`src/rtl/asm_pass_sequencer.sv`:
```
// Replays the program text buffer twice for the two-pass assembler,
// tagging each character with line-start and the running instruction PC.
module asm_pass_sequencer #(
  parameter int NUMBER_LINES = 256,
  parameter int MAX_CHARS    = 4096,
  parameter int BRAM_LATENCY = 2
) (
  input  logic                            clk_in,
  input  logic                            rst_in,
  input  logic                            start_in,
  input  logic [$clog2(MAX_CHARS):0]      char_count_in,
  output logic [$clog2(MAX_CHARS)-1:0]    char_addr_out,
  input  logic [7:0]                      char_data_in,
  output logic                            char_valid_out,
  output logic [7:0]                      char_out,
  output logic                            new_line_out,
  output logic                            pass_out,
  input  logic                            ready_in,
  output logic [$clog2(NUMBER_LINES)+1:0] pc_out,
  output logic                            busy_out,
  output logic                            done_out,
  output logic                            error_out
);
  localparam int AW = $clog2(MAX_CHARS);
  localparam int CW = AW + 1;
  localparam int PW = $clog2(NUMBER_LINES) + 2;
  localparam int LW = $clog2(BRAM_LATENCY + 1);
  localparam logic [CW-1:0] COUNT_MAX = CW'(MAX_CHARS);
  localparam logic [PW-1:0] PC_MAX    = PW'(4 * (NUMBER_LINES - 1));
  localparam logic [LW-1:0] WAIT_INIT = LW'(BRAM_LATENCY);
  localparam logic [7:0]    LF        = 8'h0A;
  localparam logic [7:0]    COLON     = 8'h3A;

  // state    | meaning
  // IDLE     | waiting for start_in
  // FETCH    | address driven, counting down BRAM latency
  // PRESENT  | char_valid_out high, waiting for ready_in
  // PASS_END | one cycle between label pass and encode pass
  // FINISH   | one cycle, pulses done_out
  typedef enum logic [2:0] {S_IDLE, S_FETCH, S_PRESENT, S_PASS_END, S_FINISH} state_t;

  state_t        state;
  logic [CW-1:0] count;
  logic [CW-1:0] index;
  logic [CW-1:0] index_next;
  logic [LW-1:0] wait_cnt;
  logic          line_start;
  logic          lead;
  logic          instr;
  logic          pc_full;

  assign index_next = index + CW'(1);

  function automatic logic is_letter(input logic [7:0] c);
    return (c >= 8'h41 && c <= 8'h5A) || (c >= 8'h61 && c <= 8'h7A);
  endfunction

  function automatic logic is_blank(input logic [7:0] c);
    return (c == 8'h20) || (c == 8'h09);
  endfunction

  always_ff @(posedge clk_in or posedge rst_in) begin
    if (rst_in) begin
      state          <= S_IDLE;
      count          <= '0;
      index          <= '0;
      wait_cnt       <= '0;
      line_start     <= 1'b0;
      lead           <= 1'b0;
      instr          <= 1'b0;
      pc_full        <= 1'b0;
      char_addr_out  <= '0;
      char_valid_out <= 1'b0;
      char_out       <= '0;
      new_line_out   <= 1'b0;
      pass_out       <= 1'b0;
      pc_out         <= '0;
      busy_out       <= 1'b0;
      done_out       <= 1'b0;
      error_out      <= 1'b0;
    end else begin
      done_out <= 1'b0;
      case (state)
        S_IDLE: begin
          if (start_in) begin
            count         <= (char_count_in > COUNT_MAX) ? COUNT_MAX : char_count_in;
            error_out     <= 1'b0;
            pass_out      <= 1'b0;
            pc_out        <= '0;
            index         <= '0;
            char_addr_out <= '0;
            wait_cnt      <= WAIT_INIT;
            line_start    <= 1'b1;
            lead          <= 1'b1;
            instr         <= 1'b0;
            pc_full       <= 1'b0;
            busy_out      <= 1'b1;
            state         <= (char_count_in == '0) ? S_FINISH : S_FETCH;
          end
        end
        S_FETCH: begin
          if (wait_cnt == '0) begin
            char_out       <= char_data_in;
            new_line_out   <= line_start;
            char_valid_out <= 1'b1;
            state          <= S_PRESENT;
          end else begin
            wait_cnt <= wait_cnt - LW'(1);
          end
        end
        S_PRESENT: begin
          if (ready_in) begin
            char_valid_out <= 1'b0;
            new_line_out   <= 1'b0;
            index          <= index_next;
            char_addr_out  <= index_next[AW-1:0];
            wait_cnt       <= WAIT_INIT;
            state          <= (index_next == count) ? S_PASS_END : S_FETCH;
            if (char_out == LF) begin
              line_start <= 1'b1;
              lead       <= 1'b1;
              instr      <= 1'b0;
              // PC saturates at the last slot; only a further instruction line overflows
              if (instr) begin
                if (pc_full) begin
                  error_out <= 1'b1;
                  state     <= S_FINISH;
                end else if (pc_out == PC_MAX) begin
                  pc_full <= 1'b1;
                end else begin
                  pc_out <= pc_out + PW'(4);
                end
              end
            end else begin
              line_start <= 1'b0;
              if (lead) begin
                if (!is_blank(char_out)) begin
                  lead  <= 1'b0;
                  instr <= is_letter(char_out);
                end
              end else if (char_out == COLON) begin
                instr <= 1'b0;
              end
            end
          end
        end
        S_PASS_END: begin
          if (!pass_out) begin
            pass_out      <= 1'b1;
            pc_out        <= '0;
            index         <= '0;
            char_addr_out <= '0;
            wait_cnt      <= WAIT_INIT;
            line_start    <= 1'b1;
            lead          <= 1'b1;
            instr         <= 1'b0;
            pc_full       <= 1'b0;
            state         <= S_FETCH;
          end else begin
            state <= S_FINISH;
          end
        end
        S_FINISH: begin
          done_out <= 1'b1;
          busy_out <= 1'b0;
          pass_out <= 1'b0;
          state    <= S_IDLE;
        end
        default: state <= S_IDLE;
      endcase
    end
  end
endmodule

```
`config.mk`:
```
export PLATFORM = sky130hd
export DESIGN_NAME = asm_pass_sequencer
export DESIGN_NICKNAME = d
export VERILOG_FILES = /design/src/rtl/asm_pass_sequencer.sv
export SDC_FILE = /design/constraint.sdc
export NUM_CORES = 1
export LEC_CHECK = 0
export ABC_CLOCK_PERIOD_IN_PS = 2110
export BUFFER_PORTS_ARGS = -buffer_cell sky130_fd_sc_hd__clkbuf_2
export CAP_MARGIN = 20
export CORE_MARGIN = 2
export CORE_UTILIZATION = 45
export DETAILED_ROUTE_END_ITERATION = 8
export GPL_TIMING_DRIVEN = 0
export PLACE_DENSITY = 0.67
export SYNTH_ARGS = -nofsm -noshare
export SYNTH_HDL_FRONTEND = slang
export SYNTH_SLANG_ARGS = --single-unit
```
`constraint.sdc`:
```
create_clock -name clk_in -period 2.11 [get_ports clk_in]
set_input_delay 0.211 -clock clk_in [delete_from_list [all_inputs] [get_ports clk_in]]
set_output_delay 0.211 -clock clk_in [all_outputs]
set_load 0.01 [all_outputs]
```
# Yosys cells after proc, flatten, opt, wreduce, memory -nomap -nowiden
# Cells that the tools add are included.
dict set report word_totals {
  ff_bits 71
  wordCells 141
  output_inout_bits 36
}
dict set report classes {
  eq_ne 22
  n_lt_le_gt_ge 5
  n_mux 69
  reduce_logical 25
  add_sub_neg 3
}
# cell count
set ops {}
lappend ops {{$mux 10} 7}
lappend ops {{$mux 13} 4}
lappend ops {{$pmux 13 s3} 1}
lappend ops {{$mux 12} 3}
lappend ops {{$pmux 12 s3} 1}
lappend ops {{$pmux 10 s3} 1}
lappend ops {{$mux 1} 28}
lappend ops {{$mux 3} 8}
lappend ops {{$ne 2x2->1 const B} 10}
lappend ops {{$reduce_and 6->1} 3}
lappend ops {{$eq 8x4->1 const B} 2}
lappend ops {{$eq 8x6->1 const B} 2}
lappend ops {{$ge 8x7->1 const B} 2}
lappend ops {{$le 8x7->1 const B} 2}
lappend ops {{$pmux 1 s3} 5}
lappend ops {{$add 13x1->13 const B} 1}
lappend ops {{$eq 13x13->1} 1}
lappend ops {{$gt 13x13->1 const B} 1}
lappend ops {{$logic_not 13->1} 1}
lappend ops {{$pmux 3 s4} 1}
lappend ops {{$add 10x3->10 const B} 1}
lappend ops {{$eq 10x10->1 const B} 1}
lappend ops {{$mux 2} 5}
lappend ops {{$ne 4x4->1 const B} 2}
lappend ops {{other kinds (18)} 31}

# Logic depth before layout (Yosys ltp)
dict set report depth {
  word_depth 8
  depth_mapped 8
}

# Worst setup path after synthesis
# Ideal clock, no wire load.
dict set report synth_path {
  path_kind {flip-flop to flip-flop}
  startpoint {register char_out[4]}
  endpoint {register state[0]}
  path_buffers 0
  setup_ps 118
  path_stages_with_launch 6
  arrival_time_ps 1811
  t_required_ps 1992
  synth_period_minus_slack_ps 1929
  setup_slack_ps 181
  cell_sequence {dfrtp_1 or4_4 nor3_4 a21oi_2 a211o_1 a21o_1}
}
dict set report synth_via {
  elab_chain_cells 4
}
# item line_no
set synth_lines {}
lappend synth_lines {{from (decl)} 15} ;# output logic [7:0] char_out,
lappend synth_lines {{from (signal assigned)} 103} ;# char_out <= char_data_in;
lappend synth_lines {{$eq 8x4->1} 119} ;# if (char_out == LF) begin
lappend synth_lines {{$mux 3} 119}
lappend synth_lines {{$mux 3} 112} ;# if (ready_in) begin
lappend synth_lines {{$pmux 3 s4} 83} ;# case (state)
lappend synth_lines {{to (signal assigned)} 98} ;# state <= (char_count_in == '0) ? S_FINISH : S_FETCH;
lappend synth_lines {{to (signal assigned)} 118} ;# state <= (index_next == count) ? S_PASS_END : S_FETCH;
lappend synth_lines {{to (decl)} 42} ;# state_t state;
# Every way passes these cells. The select of a mux whose other input is x is not followed.
# A chain may end at the register's enable or synchronous reset.

# Worst setup path after layout
# Same ends and word-level chain as after synthesis.

==> key figures <==
Critical path
  • Worst path bufs/invs: 1
  • Crit path DAT: 2270 ps
  • Cell Chain, Critical Path: or4_4 > nor3_4 > buf_4 > a21oi_2 > a211o_1 > a21o_1
  • Worst Setup Start Kind: flop
  • CP max-delay cell: or4_4
  • Top delay family on crit path: simple AND/OR/NAND/NOR gates
  • Critical Path RT: 2340 ps
  • Largest stage delay on the critical path: 580 ps
  • R2r setup slk: 70 ps
  • Crit Reg-Reg Startpoint: char_out[4]$_DFFE_PP0P_
  • Capture point of the worst reg-to-reg path: state[0]$_DFFE_PP0P_
  • Type of the worst setup path: flop to flop
  • Critical Path Fanout Max: 6
  • Critical Path End Type: flop
  • R2R depth: 6

Synth
  • Post-synthesis compound-gate area fraction: 0.197
  • Seq cells post-synth: 57
  • Post-Synth Simple-Gate Area: 0.186
  • Synth async-reset ratio: 1.00
  • Combinational family with the most area after synthesis: compound AO/OA/AOI/OAI gates
  • Post-synthesis xor/xnor area fraction: 0.0539
  • Area leader, netlist: dfrtp_1
  • Avg Synthesized Cell Area: 9.55 sq um
  • Synth Area in Adders: 0.0157
  • Yosys cell types: 49
  • Primary FF master, synth: dfrtp_1
  • Area of the mapped netlist: 0.00318 sq mm
  • Multiplexer area fraction after synthesis: 0.0350
  • Yosys synthesis warning count: 0
  • Synth top area share: 0.448
  • Number of flops mapped to enable cells by yosys: 0
  • Post-synthesis instance total: 333
  • Register area share after synthesis: 0.448
  • Dominant cells by area after synthesis: dfrtp_1, o21ai_0, buf_4

Cells and area
  • FF+latch area: 0.00143 sq mm
  • Ant. Diodes: 0
  • Fin cells: 508
  • Share of cells above drive strength 1: 0.289
  • Multi-input logic area: 0.00159 sq mm
  • Fillers: 652
  • NumNets Final: 438
  • Layout area overhead: 21.2%

Timing
  • Slew margin rel.: 0.626
  • Worst Tran Pin Value: 557 ps
  • Tmin final: 2040 ps
  • Final setup vio count: 0
  • RSZ-0062 raised after global routing: true
  • Clock Skews: 6.60 ps
  • Slew Limit Fails: 0
  • F_max: 0.491 GHz
  • Final Hold Vio Count: 0
  • Period utilization: 0.965
  • Hold Slack: 104 ps

Die
  • I/O pin count: 61
  • Die W: 88.1 microns
  • DIE AREA: 0.00776 sq mm
  • Initial Util: 0.466
  • # rows: 30
  • Chip height: 88.1 microns
  • Core area: 0.00683 sq mm

Placement
  • Final GP Congestion: 0.931
  • Post-DP HPWL: 5600 microns
  • Placed insts: 489
  • IO Port Bufs: 58

Clock network
  • CTS Sinks: 57
  • CTS clock-pin slew for the worst setup and hold paths: 60 ps
  • CTS Buf Count: 9
  • Clock root buffer: clkbuf_8
  • CTS tree: done
  • Max clock buf depth: 2
  • Clock Latency Late Sink: 340 ps
  • H-tree depth: 3

Detailed routing
  • First drt pass iteration count: 4
  • Wire per inst: 15.2 microns
  • Final wirelength: 7710 microns
  • Routed Antenna Nets: 0
  • Vias per cell: 5.55
  • DRT iter0 DRCs: 104
  • Vias: 2817
  • Remaining DRCs: 0

Power
  • P_leak: 0.00180 uW
  • VDD IR max: 411 uV
  • Final Total Pwr: 4220 uW
  • Power per standard cell area: 1090 mW/mm^2

Min path
  • Hold crit path type: input pin to flop
  • Hold_sp: char_data_in[3]
  • End of the worst hold path: char_out[3]$_DFFE_PP0P_
  • Hold Crit Depth: 2

Global routing
  • GRT Total Usage: 0.217
  • Number of global-route vias before repair: 2686
  • Maximum number of pins on one net before global-route repair: 36
  • First-pass GRT wire length: 12900 microns
  • Grt ovf: 0
  • Number of antenna violations at the first check in global routing: 0

Outcome
  • Outcome: completed

Job
  • Max-Cap Viols: 0
## sequential cells by signal (all words and copies together), names as in the netlist, 2 cells and up
register / count
char_out: 8
char_addr_out: 11
pc_out: 8
state: 3
index: 2
count: 13
wait_cnt: 2
## what timing repair did
| action | in CTS | in global routing |
|---|---|---|
| setup buffers | 2 | 2 |
| setup endpoints to repair | 9 | 35 |
| hold buffers | 1 | 0 |
| resized for setup | 2 | 9 |
| pin swaps | 1 | 1 |
| endpoints found under the hold margin | 22 | 0 |
## per-layer routing
layer  vias to the layer above  global-route usage  routed length, microns  part of all wire
met1                      1366               0.292                    3560              0.46
met3                        12              0.0452                     371             0.048
met2                        77               0.344                    3660              0.47
met5                         -                   0                       0                 0
met4                         0              0.0840                     122             0.016
li1                       1362                   -                       -                 -
## per-stage QoR
stage | setup WS (ps) | setup TNS (ps) | util | instance area, sq um
after CTS | 14.2 | 0 | 0.558 | 3810
after global routing | -60.2 | -219 | 0.564 | 3850
after floorplan | 181 | 0 | - | 3190
final | 73.7 | 0 | 0.564 | 3850
after global placement | -270 | -15250 | 0.526 | 3600
after detailed placement | -12.2 | -34.9 | 0.529 | 3620
## synthesized netlist by cell type, drive strengths merged, types with 3 or more instances
library cell and count:
o2bb2ai 3, o31ai 14, nand2 24, nor4 7, and2 6, clkbuf 6, o21ai 39, ha 4
a21oi 11, buf 22, dfrtp 57, a31oi 4, and4 3, mux2 9, inv 8, nor3 5
nand3 17, xnor2 10, and3 5, a211oi 4, nor2 23, a22o 11, nand2b 4, xor2 7
nand4 7
## cell families after synthesis
group	count (synthesis)
xor+xnor	18
flops	57
buf+inv	37
simple gates	110
compound gates	96
mux	10
other cells	1
fa+ha+maj	4
## worst max path at each step
stage                                 start                       to  cells after the start
finish              char_out[4]$_DFFE_PP0P_     state[0]$_DFFE_PP0P_                      6
global route           state[0]$_DFFE_PP0P_     state[1]$_DFFE_PP0P_                      5
CTS                 char_out[4]$_DFFE_PP0P_    pc_out[6]$_DFFE_PP0P_                      5
detailed placement  char_out[4]$_DFFE_PP0P_    pc_out[6]$_DFFE_PP0P_                      5
global placement                     rst_in  wait_cnt[1]$_DFFE_PP0P_                      2
floorplan           char_out[4]$_DFFE_PP0P_     state[0]$_DFFE_PP0P_                      5
## area by class of cell
cell class | instances | share of cell area
inverter | 9 | 0.00876
sequential | 57 | 0.370
multi-input combinational | 240 | 0.413
tap | 96 | 0.0312
clock buffer | 14 | 0.0422
buffer | 28 | 0.0445
timing repair buffer | 64 | 0.0909
## layout by cell type (no fill, tap or decap), types with 3 or more instances in the layout
master     Yosys  layout
a211oi_1       4       4
a21oi_1        8       8
a22o_1        11      11
a31oi_1        4       4
and2_1         6       6
and3_1         5       5
and4_1         3       3
buf_2          8       8
buf_4         14      18
clkbuf_1       6       7
clkbuf_2       0      58
clkbuf_8       0      11
dfrtp_1       57      57
ha_1           4       3
inv_1          8       7
mux2_2         9       9
nand2_1       24      24
nand2b_1       4       4
nand3_1       16      15
nand4_1        7       7
nor2_1        23      22
nor3_1         4       4
nor4_1         7       6
o21ai_0       37      37
o2bb2ai_1      3       3
o31ai_1       14      14
xnor2_1       10      10
xor2_1         7       7
## report_power, final
group	internal (uW)	switching [uW]
Combinational	739	933
Sequential	1380	263
Clock	479	422
Total	2600	1620
Power figures use the tool's default switching activity.
